===== src/rtl/alu_pkg.sv =====
// Shared types for the iterative ALU: operation codes, FSM states and the
// shift-amount width helper.
package alu_pkg;

    typedef enum logic [3:0] {
        OP_AND   = 4'b0000,
        OP_OR    = 4'b0001,
        OP_ADD   = 4'b0010,
        OP_SUB   = 4'b0011,
        OP_SLL   = 4'b0100,
        OP_SRL   = 4'b0101,
        OP_SRA   = 4'b0111,
        OP_EQ    = 4'b1000,
        OP_XOR   = 4'b1001,
        OP_PASSB = 4'b1010,
        OP_SLT   = 4'b1100
    } alu_op_e;

    typedef enum logic [1:0] {
        ST_IDLE  = 2'd0,
        ST_SHIFT = 2'd1,
        ST_DONE  = 2'd2
    } alu_state_e;

    function automatic int shamt_w(input int data_width);
        return $clog2(data_width);
    endfunction

    function automatic logic is_shift_op(input logic [3:0] op);
        return (op == OP_SLL) || (op == OP_SRL) || (op == OP_SRA);
    endfunction

endpackage


===== src/rtl/alu_shift_step.sv =====
// One-bit combinational shift: SLL fills 0, SRL fills 0, SRA replicates the sign.
module alu_shift_step
    import alu_pkg::*;
#(
    parameter int DATA_WIDTH = 32
) (
    input  logic [DATA_WIDTH-1:0] din,
    input  logic [3:0]            op,
    output logic [DATA_WIDTH-1:0] dout
);

    always_comb begin
        case (op)
            OP_SLL:  dout = {din[DATA_WIDTH-2:0], 1'b0};
            OP_SRA:  dout = {din[DATA_WIDTH-1], din[DATA_WIDTH-1:1]};
            default: dout = {1'b0, din[DATA_WIDTH-1:1]};
        endcase
    end

endmodule


===== src/rtl/alu_iterative.sv =====
// Multi-cycle execute unit: single-cycle ALU ops plus one-bit-per-cycle shifts.
// Define ALU_ITER_FAST_SHIFT_EN to replace iterative shifting with a barrel shifter.
module alu_iterative
    import alu_pkg::*;
#(
    parameter int DATA_WIDTH = 32
) (
    input  logic                  clk,
    input  logic                  rst_n,
    input  logic                  in_valid,
    output logic                  in_ready,
    input  logic [3:0]            Operation,
    input  logic [DATA_WIDTH-1:0] SrcA,
    input  logic [DATA_WIDTH-1:0] SrcB,
    input  logic                  kill,
    output logic                  out_valid,
    input  logic                  out_ready,
    output logic [DATA_WIDTH-1:0] ALUResult,
    output logic                  Zero,
    output logic                  Illegal,
    output alu_state_e            dbg_state
);

    // Handshake: a request transfers on a rising edge where in_valid && in_ready
    // && !kill; a result transfers where out_valid && out_ready. Only one op is
    // ever in flight, and the result holds still while out_ready is low.
    localparam int SHAMT_W = shamt_w(DATA_WIDTH);

    alu_state_e            state_q, state_d;
    logic [DATA_WIDTH-1:0] result_q, result_d;
    logic                  zero_q, zero_d;
    logic                  illegal_q, illegal_d;
    logic [DATA_WIDTH-1:0] comb_res;
    logic                  comb_illegal;
    logic [SHAMT_W-1:0]    shamt;

    assign shamt = SrcB[SHAMT_W-1:0];

`ifndef ALU_ITER_FAST_SHIFT_EN
    logic [DATA_WIDTH-1:0] work_q, work_d, step_out;
    logic [SHAMT_W-1:0]    cnt_q, cnt_d;
    logic [3:0]            shop_q, shop_d;

    alu_shift_step #(.DATA_WIDTH(DATA_WIDTH)) u_step (
        .din  (work_q),
        .op   (shop_q),
        .dout (step_out)
    );
`endif

    always_comb begin
        comb_res     = '0;
        comb_illegal = 1'b0;
        case (Operation)
            OP_AND:   comb_res = SrcA & SrcB;
            OP_OR:    comb_res = SrcA | SrcB;
            OP_ADD:   comb_res = SrcA + SrcB;
            OP_SUB:   comb_res = SrcA - SrcB;
            OP_XOR:   comb_res = SrcA ^ SrcB;
            OP_EQ:    comb_res = {{(DATA_WIDTH-1){1'b0}}, SrcA == SrcB};
            OP_PASSB: comb_res = SrcB;
            OP_SLT:   comb_res = {{(DATA_WIDTH-1){1'b0}}, $signed(SrcA) < $signed(SrcB)};
`ifdef ALU_ITER_FAST_SHIFT_EN
            OP_SLL:   comb_res = SrcA << shamt;
            OP_SRL:   comb_res = SrcA >> shamt;
            OP_SRA:   comb_res = $signed(SrcA) >>> shamt;
`else
            // Only reached with a zero amount; non-zero amounts go through SHIFT.
            OP_SLL, OP_SRL, OP_SRA: comb_res = SrcA;
`endif
            default:  comb_illegal = 1'b1;
        endcase
    end

    always_comb begin
        state_d   = state_q;
        result_d  = result_q;
        zero_d    = zero_q;
        illegal_d = illegal_q;
`ifndef ALU_ITER_FAST_SHIFT_EN
        work_d    = work_q;
        cnt_d     = cnt_q;
        shop_d    = shop_q;
`endif
        if (kill) begin
            state_d = ST_IDLE;
`ifndef ALU_ITER_FAST_SHIFT_EN
            cnt_d   = '0;
`endif
        end else begin
            case (state_q)
                ST_IDLE: begin
                    if (in_valid) begin
`ifndef ALU_ITER_FAST_SHIFT_EN
                        if (is_shift_op(Operation) && (shamt != '0)) begin
                            work_d  = SrcA;
                            cnt_d   = shamt;
                            shop_d  = Operation;
                            state_d = ST_SHIFT;
                        end else
`endif
                        begin
                            result_d  = comb_res;
                            zero_d    = (comb_res == '0);
                            illegal_d = comb_illegal;
                            state_d   = ST_DONE;
                        end
                    end
                end
`ifndef ALU_ITER_FAST_SHIFT_EN
                ST_SHIFT: begin
                    work_d = step_out;
                    cnt_d  = cnt_q - SHAMT_W'(1);
                    if (cnt_q == SHAMT_W'(1)) begin
                        result_d  = step_out;
                        zero_d    = (step_out == '0);
                        illegal_d = 1'b0;
                        state_d   = ST_DONE;
                    end
                end
`endif
                ST_DONE: begin
                    if (out_ready) begin
                        state_d = ST_IDLE;
                    end
                end
                default: state_d = ST_IDLE;
            endcase
        end
    end

    always_ff @(posedge clk or negedge rst_n) begin
        if (!rst_n) begin
            state_q   <= ST_IDLE;
            result_q  <= '0;
            zero_q    <= 1'b1;
            illegal_q <= 1'b0;
`ifndef ALU_ITER_FAST_SHIFT_EN
            work_q    <= '0;
            cnt_q     <= '0;
            shop_q    <= '0;
`endif
        end else begin
            state_q   <= state_d;
            result_q  <= result_d;
            zero_q    <= zero_d;
            illegal_q <= illegal_d;
`ifndef ALU_ITER_FAST_SHIFT_EN
            work_q    <= work_d;
            cnt_q     <= cnt_d;
            shop_q    <= shop_d;
`endif
        end
    end

    assign in_ready  = (state_q == ST_IDLE);
    assign out_valid = (state_q == ST_DONE);
    assign ALUResult = result_q;
    assign Zero      = zero_q;
    assign Illegal   = illegal_q;
    assign dbg_state = state_q;

endmodule


===== config.mk =====
export PLATFORM = sky130hd
export DESIGN_NAME = alu_iterative
export DESIGN_NICKNAME = d
export VERILOG_FILES = /design/src/rtl/alu_pkg.sv /design/src/rtl/alu_shift_step.sv /design/src/rtl/alu_iterative.sv
export SDC_FILE = /design/constraint.sdc
export NUM_CORES = 1
export LEC_CHECK = 0
export BUFFER_PORTS_ARGS = -buffer_cell sky130_fd_sc_hd__buf_2
export CAP_MARGIN = 20
export CORE_AREA = 3 3 190 192
export CTS_CLUSTER_SIZE = 12
export DETAILED_ROUTE_END_ITERATION = 8
export DIE_AREA = 0 0 193 195
export PLACE_DENSITY = 0.48
export REMOVE_ABC_BUFFERS = 1
export SETUP_SLACK_MARGIN = 0.4
export SYNTH_ARGS = -nofsm -noshare
export SYNTH_HDL_FRONTEND = slang
export SYNTH_HIERARCHICAL = 1
export SYNTH_SLANG_ARGS = --single-unit

===== constraint.sdc =====
create_clock -name clk -period 2.89 [get_ports clk]
set_input_delay 0.7225 -clock clk [delete_from_list [all_inputs] [get_ports clk]]
set_output_delay 0.7225 -clock clk [all_outputs]
set_load 0.05 [all_outputs]

== Word level (Yosys, flattened, before mapping) ==
Index checks and enable logic that the tools add are counted.
Storage, ports and cells
  logic and storage cells: 84
  bits in latches: 0
  bits in registers: 77
  output and inout bits: 38
  input bits: 73
  memories: 0
  memory bits (writable): 0
  bits in read-only memories: 0
Cells by class
  multipliers: 0
  shift-type cells: 0
  order comparisons: 1
  reduce and logical (&&, ||, !) cells: 17
  $add $sub $neg: 3
  mux-type cells: 28
  divide/modulo/power cells: 0
  bitwise gates (word level): 4
  eq/ne operators: 24
Operator list (number)
  32-bit one-hot mux with 9 select lines: 1
  32-bit one-hot mux with 2 select lines: 3
  32-bit two-way mux: 5
  32-bit logical NOT: 2
  32-bit adder: 1
  32-bit AND: 1
  32-bit == test: 1
  32-bit less-than comparator: 1
  32-bit bitwise OR: 1
  32-bit subtractor: 1
  32-bit bitwise XOR: 1
  4-bit by 3-bit == test with 1-bit output, second input constant: 5
  4-bit == test, second input constant: 4
  5-bit two-way mux: 3
  11-bit OR reduction: 1
  2-bit two-way mux: 5
  5-bit one-hot mux with 2 select lines: 1
  4-bit by 2-bit == test with 1-bit output, second input constant: 2
  4-bit AND reduction: 2
  1-bit two-way mux: 7
  2-bit != test, second input constant: 3
  3-bit by 2-bit != test with 1-bit output, second input constant: 2
  2-bit one-hot mux with 3 select lines: 1
  3-bit AND reduction: 2
  19 further kinds: 21

== Longest topological paths before layout ==
  depth in word-level cells: 8
  depth in mapped cells: 14
  mapped depth without buffers: 14

== Hierarchy ==
Netlist, hierarchy kept.
By module, submodules not included
  alu_iterative: cells an instance 1343, times used 1, seq. area each 1928.1 um2, area each 9947.0 um2
  alu_shift_step: cells an instance 39, times used 1, seq. area each 0.0 um2, area each 426.7 um2

== Least setup slack after synthesis ==
Ideal clock, no wire load.
  path kind: input-to-reg
  start: in SrcA[0]
  end: reg zero_q, in the netlist Zero
  required time: 2.804 ns
  buffers on the path: 0
  slack: -0.557 ns
  data arrival time: 3.361 ns
  cell stages on the path: 14
  library setup time: 0.086 ns
  path through: inv_1 ha_1 fa_1 o21bai_1 a2111oi_4 nor3_2 o31ai_4 a21oi_2 o211ai_1 nor4b_1 nor3_1 o2111a_1 nand4_1 o31ai_2
On the way
  longest elaborated chain between the ends: 6
  elaborated cells on any way between the ends: 12
  classes of those cells: add/sub (2); order compare (1); eq/ne (1); mux (4); bitwise (3); reduce/logical (1)
Ends and longest elaborated chain
  start, declared: RTL line alu_iterative.sv:13  | input logic [DATA_WIDTH-1:0] SrcA,
  32-bit subtractor, or another cell as far along: RTL line alu_iterative.sv:58  | OP_SUB: comb_res = SrcA - SrcB;
  32-bit one-hot mux with 9 select lines (*): RTL line alu_iterative.sv:54  | case (Operation)
  32-bit logical NOT (*): RTL line alu_iterative.sv:104  | zero_d = (comb_res == '0);
  1-bit two-way mux (*): RTL line alu_iterative.sv:95  | if (is_shift_op(Operation) && (shamt != '0)) begin
  1-bit two-way mux (*): RTL line alu_iterative.sv:93  | if (in_valid) begin
  1-bit one-hot mux with 2 select lines (*): RTL line alu_iterative.sv:91  | case (state_q)
  end signal, assigned: RTL line alu_iterative.sv:146  | zero_q <= zero_d;
  end, declared: RTL line alu_iterative.sv:31  | logic zero_q, zero_d;
Every way passes the cells marked *; elsewhere a longest branch is shown, timed or not. The select of a mux whose other input is x is not followed.
A chain may end at the register's enable or synchronous reset.

== Worst setup path after layout ==
Ends and elaborated chain as after synthesis.

==> reports/results.ini <==
[run_status]
outcome=finished with violations
violations=setup timing

[floorplanning]
core_mm2=0.03454
dieArea_mm2=0.03764
initial_utilization_pct=30.03
pin_count=111
num_rows=68
die_h_um=195
die_w_um=193

[worst_setup_path]
slowest_delay_ps=360
worstPathArrival_ps=3790
start_kind=primary input
critPathSlowestCell=o31a_4
cp_max_fo=4
cpMostUsedCell=buf_6
cp_cell_sequence=buf_12 -> ha_4 -> inv_4 -> fa_2 -> buf_6 -> nor2b_4 -> o31a_4 -> o31ai_4 -> a21oi_4 -> buf_6 -> a31o_4 -> a21oi_2 -> a311oi_1 -> nor3_1 -> buf_4 -> o2111a_1 -> nand4_1 -> o31ai_2
crit_path_end_kind=flop
crit_required_ps=3150
path_class=primary input to flop

[power]
pwr-share-comb_pct=61.5
seqPwrFrac_pct=22.1
power.density_mw_per_mm2=426.4
p_clk_share_pct=16.4
p_sw_w=0.003370
ir_drop_mv=0.3466
power_leakage_nw=8.070
switching_share_pct=44.32
intPower_w=0.004234

[placement]
pre_cts_slack_ps=-1511
post_dp_cell_area_mm2=0.01481
dpl.hpwl_um=42660
io_buffers=110
place_congestion=0.9985

[synth]
syn_inst=1382
synth_ff_type=dfrtp_1
netlist_area_mm2=0.01037
synth_cell_types=98
synthArstFlopShare_pct=100.0
synth-seq-cells=77
syn_avg_cell_area_um2=7.506
synth_warnings=6
synth-edff-count=0
yosysSeqAreaShare_pct=18.59

[min_path]
hp-class=primary input to async pin

[timing]
period_needed_ps=3530
tightest_slew_ps=783.6
maxSlewHeadroom_pct=47.76
min_period_over_period_pct=122.2
fin_ws_ps=-640.2
fin_worst_skew_ps=5.480
hold_viol_final=0
max_freq_mhz=283.3
rsz0062_at_grt=yes
hold_ws_ps=360.8
fin_tns_setup_ps=-7490
finalSetupViolCount=20
drv_slew=0

[drt]
via_count=13348
drc_errors=0
wl_um=53810
viasPerCell=5.504
dr.max_layer_used=met4
wire_per_inst_um=22.19
antenna_left=0
met3_length_um=2803
wl_met1_um=22910
first_pass_iters=6
drtIter0Drc=1153
wl_met2_um=25340

[layout]
fin_area_mm2=0.01783
fin_util_pct=51.63
diodes=0
areaGrowthSynthToFinish_pct=71.92
drive_above_1_share_pct=51.68
final_nets=2150
fill_cells=3397

[cts]
numCtsBuffers=9
hold_buffers=0
clockBufferDepth=2
clkTransAtPathRegs_ps=60
clk_latency_ps=350
root_buffer=clkbuf_16
cts_max_level=3
clock-sinks=77
cts_tree=built

[run]
cap_violations=0

[global_routing]
grt_pass1_vias=13345
grt_overflow_total=0
grt_pass1_wl_um=79830
grt_max_degree=55
antenna_found_initial=0
track_usage_pct=27.72

layout make-up:
class                           instances  area, um2  share of cell area [%]
Tap cell                              455      569.3                   3.192
Timing Repair Buffer                  666       5177                   29.03
Clock inverter                          7      98.84                  0.5542
Inverter                              109      434.2                   2.434
Clock buffer                            9      225.2                   1.263
Sequential cell                        77       1928                   10.81
Multi-Input combinational cell       1102       9402                   52.72
placed cells by master (no fill, tap or decap), types with 13 or more instances in the layout:
master | Yosys | routed
a21oi_1 | 127 | 84
ha_1 | 110 | 78
o211ai_1 | 20 | 20
nor4_1 | 26 | 18
nand3_1 | 32 | 29
o21ai_0 | 85 | 49
nor3_1 | 24 | 16
nor2_4 | 1 | 20
inv_2 | 2 | 19
ha_4 | 0 | 25
inv_1 | 107 | 82
o21ai_1 | 5 | 22
mux2_2 | 43 | 33
and2_1 | 14 | 14
nand2_1 | 137 | 130
buf_2 | 24 | 88
nand4_1 | 15 | 15
a31oi_1 | 36 | 29
o31ai_1 | 24 | 13
a22oi_1 | 16 | 13
nor2_1 | 120 | 95
buf_6 | 8 | 52
dfrtp_1 | 76 | 76
a21oi_2 | 1 | 33
buf_4 | 7 | 510
state kept, by name (all words and copies together) (netlist names):
name,cells
Zero,1
cnt_q,5
dbg_state,2
shop_q,4
ALUResult,32
Illegal,1
work_q,32
per-layer routing:
layer	vias up	global-route usage (%)
met1	6494	36.12
met5	-	0
met4	0	11.49
li1	6240	-
met2	497	45.99
met3	117	3.734
synth_stat cells (20+ instances only):
cell type,instances,share of area (%)
mux2_2,43,4.7
inv_1,107,3.9
a31oi_1,36,2.2
nor4_1,26,1.6
ha_1,110,13
nor2_1,120,4.3
clkbuf_1,49,1.8
o21ai_0,85,4.1
o31ai_1,24,1.7
nand3_1,32,1.5
nand2_1,137,5.0
a21oi_1,127,6.1
buf_2,24,1.2
o211ai_1,20,1.4
nor3_1,24,1.2
dfrtp_1,76,18
power by group through the flow:
stage | logic (W) | registers [W] | clock network (W)
after floorplan | 0.00164 | 0.00211 | 0
after global placement | 0.00386 | 0.00164 | 0
after detailed placement | 0.00386 | 0.00165 | 0
after CTS | 0.00438 | 0.00167 | 0.00128
after global routing | 0.00496 | 0.00172 | 0.00133
final | 0.00467 | 0.00168 | 0.00125
per-stage QoR:
stage,cells,total power [W]
2_1_floorplan,1288,0.003749
3_3_place_gp,2341,0.005494
3_5_place_dp,2341,0.005511
4_1_cts,2394,0.007329
5_1_grt,2425,0.008007
6_report,2425,0.007605
critical path: cells and delay by family:
family                     cells  cell delay, ps
AOI/OAI and AO/OA              8            1710
buffers and inverters          5             580
adders and majority gates      2             380
and+or+nand+nor                3             370
path summary, 6_finish.rpt:
path | from | endpoint | slack (ps) | cells after the start
max in group asynchronous | rst_n | Zero$_DFFE_PN1P_ | 1840 | 2
max reg2reg | cnt_q[1]$_DFFE_PN0P_ | Zero$_DFFE_PN1P_ | -160 | 14
max | SrcA[0] | Zero$_DFFE_PN1P_ | -640 | 18
min | rst_n | dbg_state[1]$_DFFE_PN0P_ | 360 | 1
min reg2reg | ALUResult[31]$_DFFE_PN0P_ | ALUResult[31]$_DFFE_PN0P_ | 480 | 2
min in group clk | ALUResult[31]$_DFFE_PN0P_ | ALUResult[31]$_DFFE_PN0P_ | 480 | 2
cell families (layout without fill, tap and decap cells):
kind of cell | count (synthesis) | count (layout) | share of synthesized area, %
AOI/OAI and AO/OA | 485 | 485 | 32.12
and+or+nand+nor | 445 | 445 | 20.93
buffers and inverters | 203 | 791 | 8.467
adders and majority gates | 112 | 112 | 13.65
DFF | 77 | 77 | 18.59
muxes | 52 | 52 | 5.572
xor gates and xnor gates | 8 | 8 | 0.6755
repair_timing:
| item | CTS | global route |
|---|---|---|
| buffers inserted | 35 | 31 |
| pin swaps | 122 | 79 |
| endpoints found under the setup margin | 69 | 63 |
| cloned | 2 | 0 |
| gates resized for setup | 364 | 137 |
No activity file was read; power rests on OpenSTA's default activity.
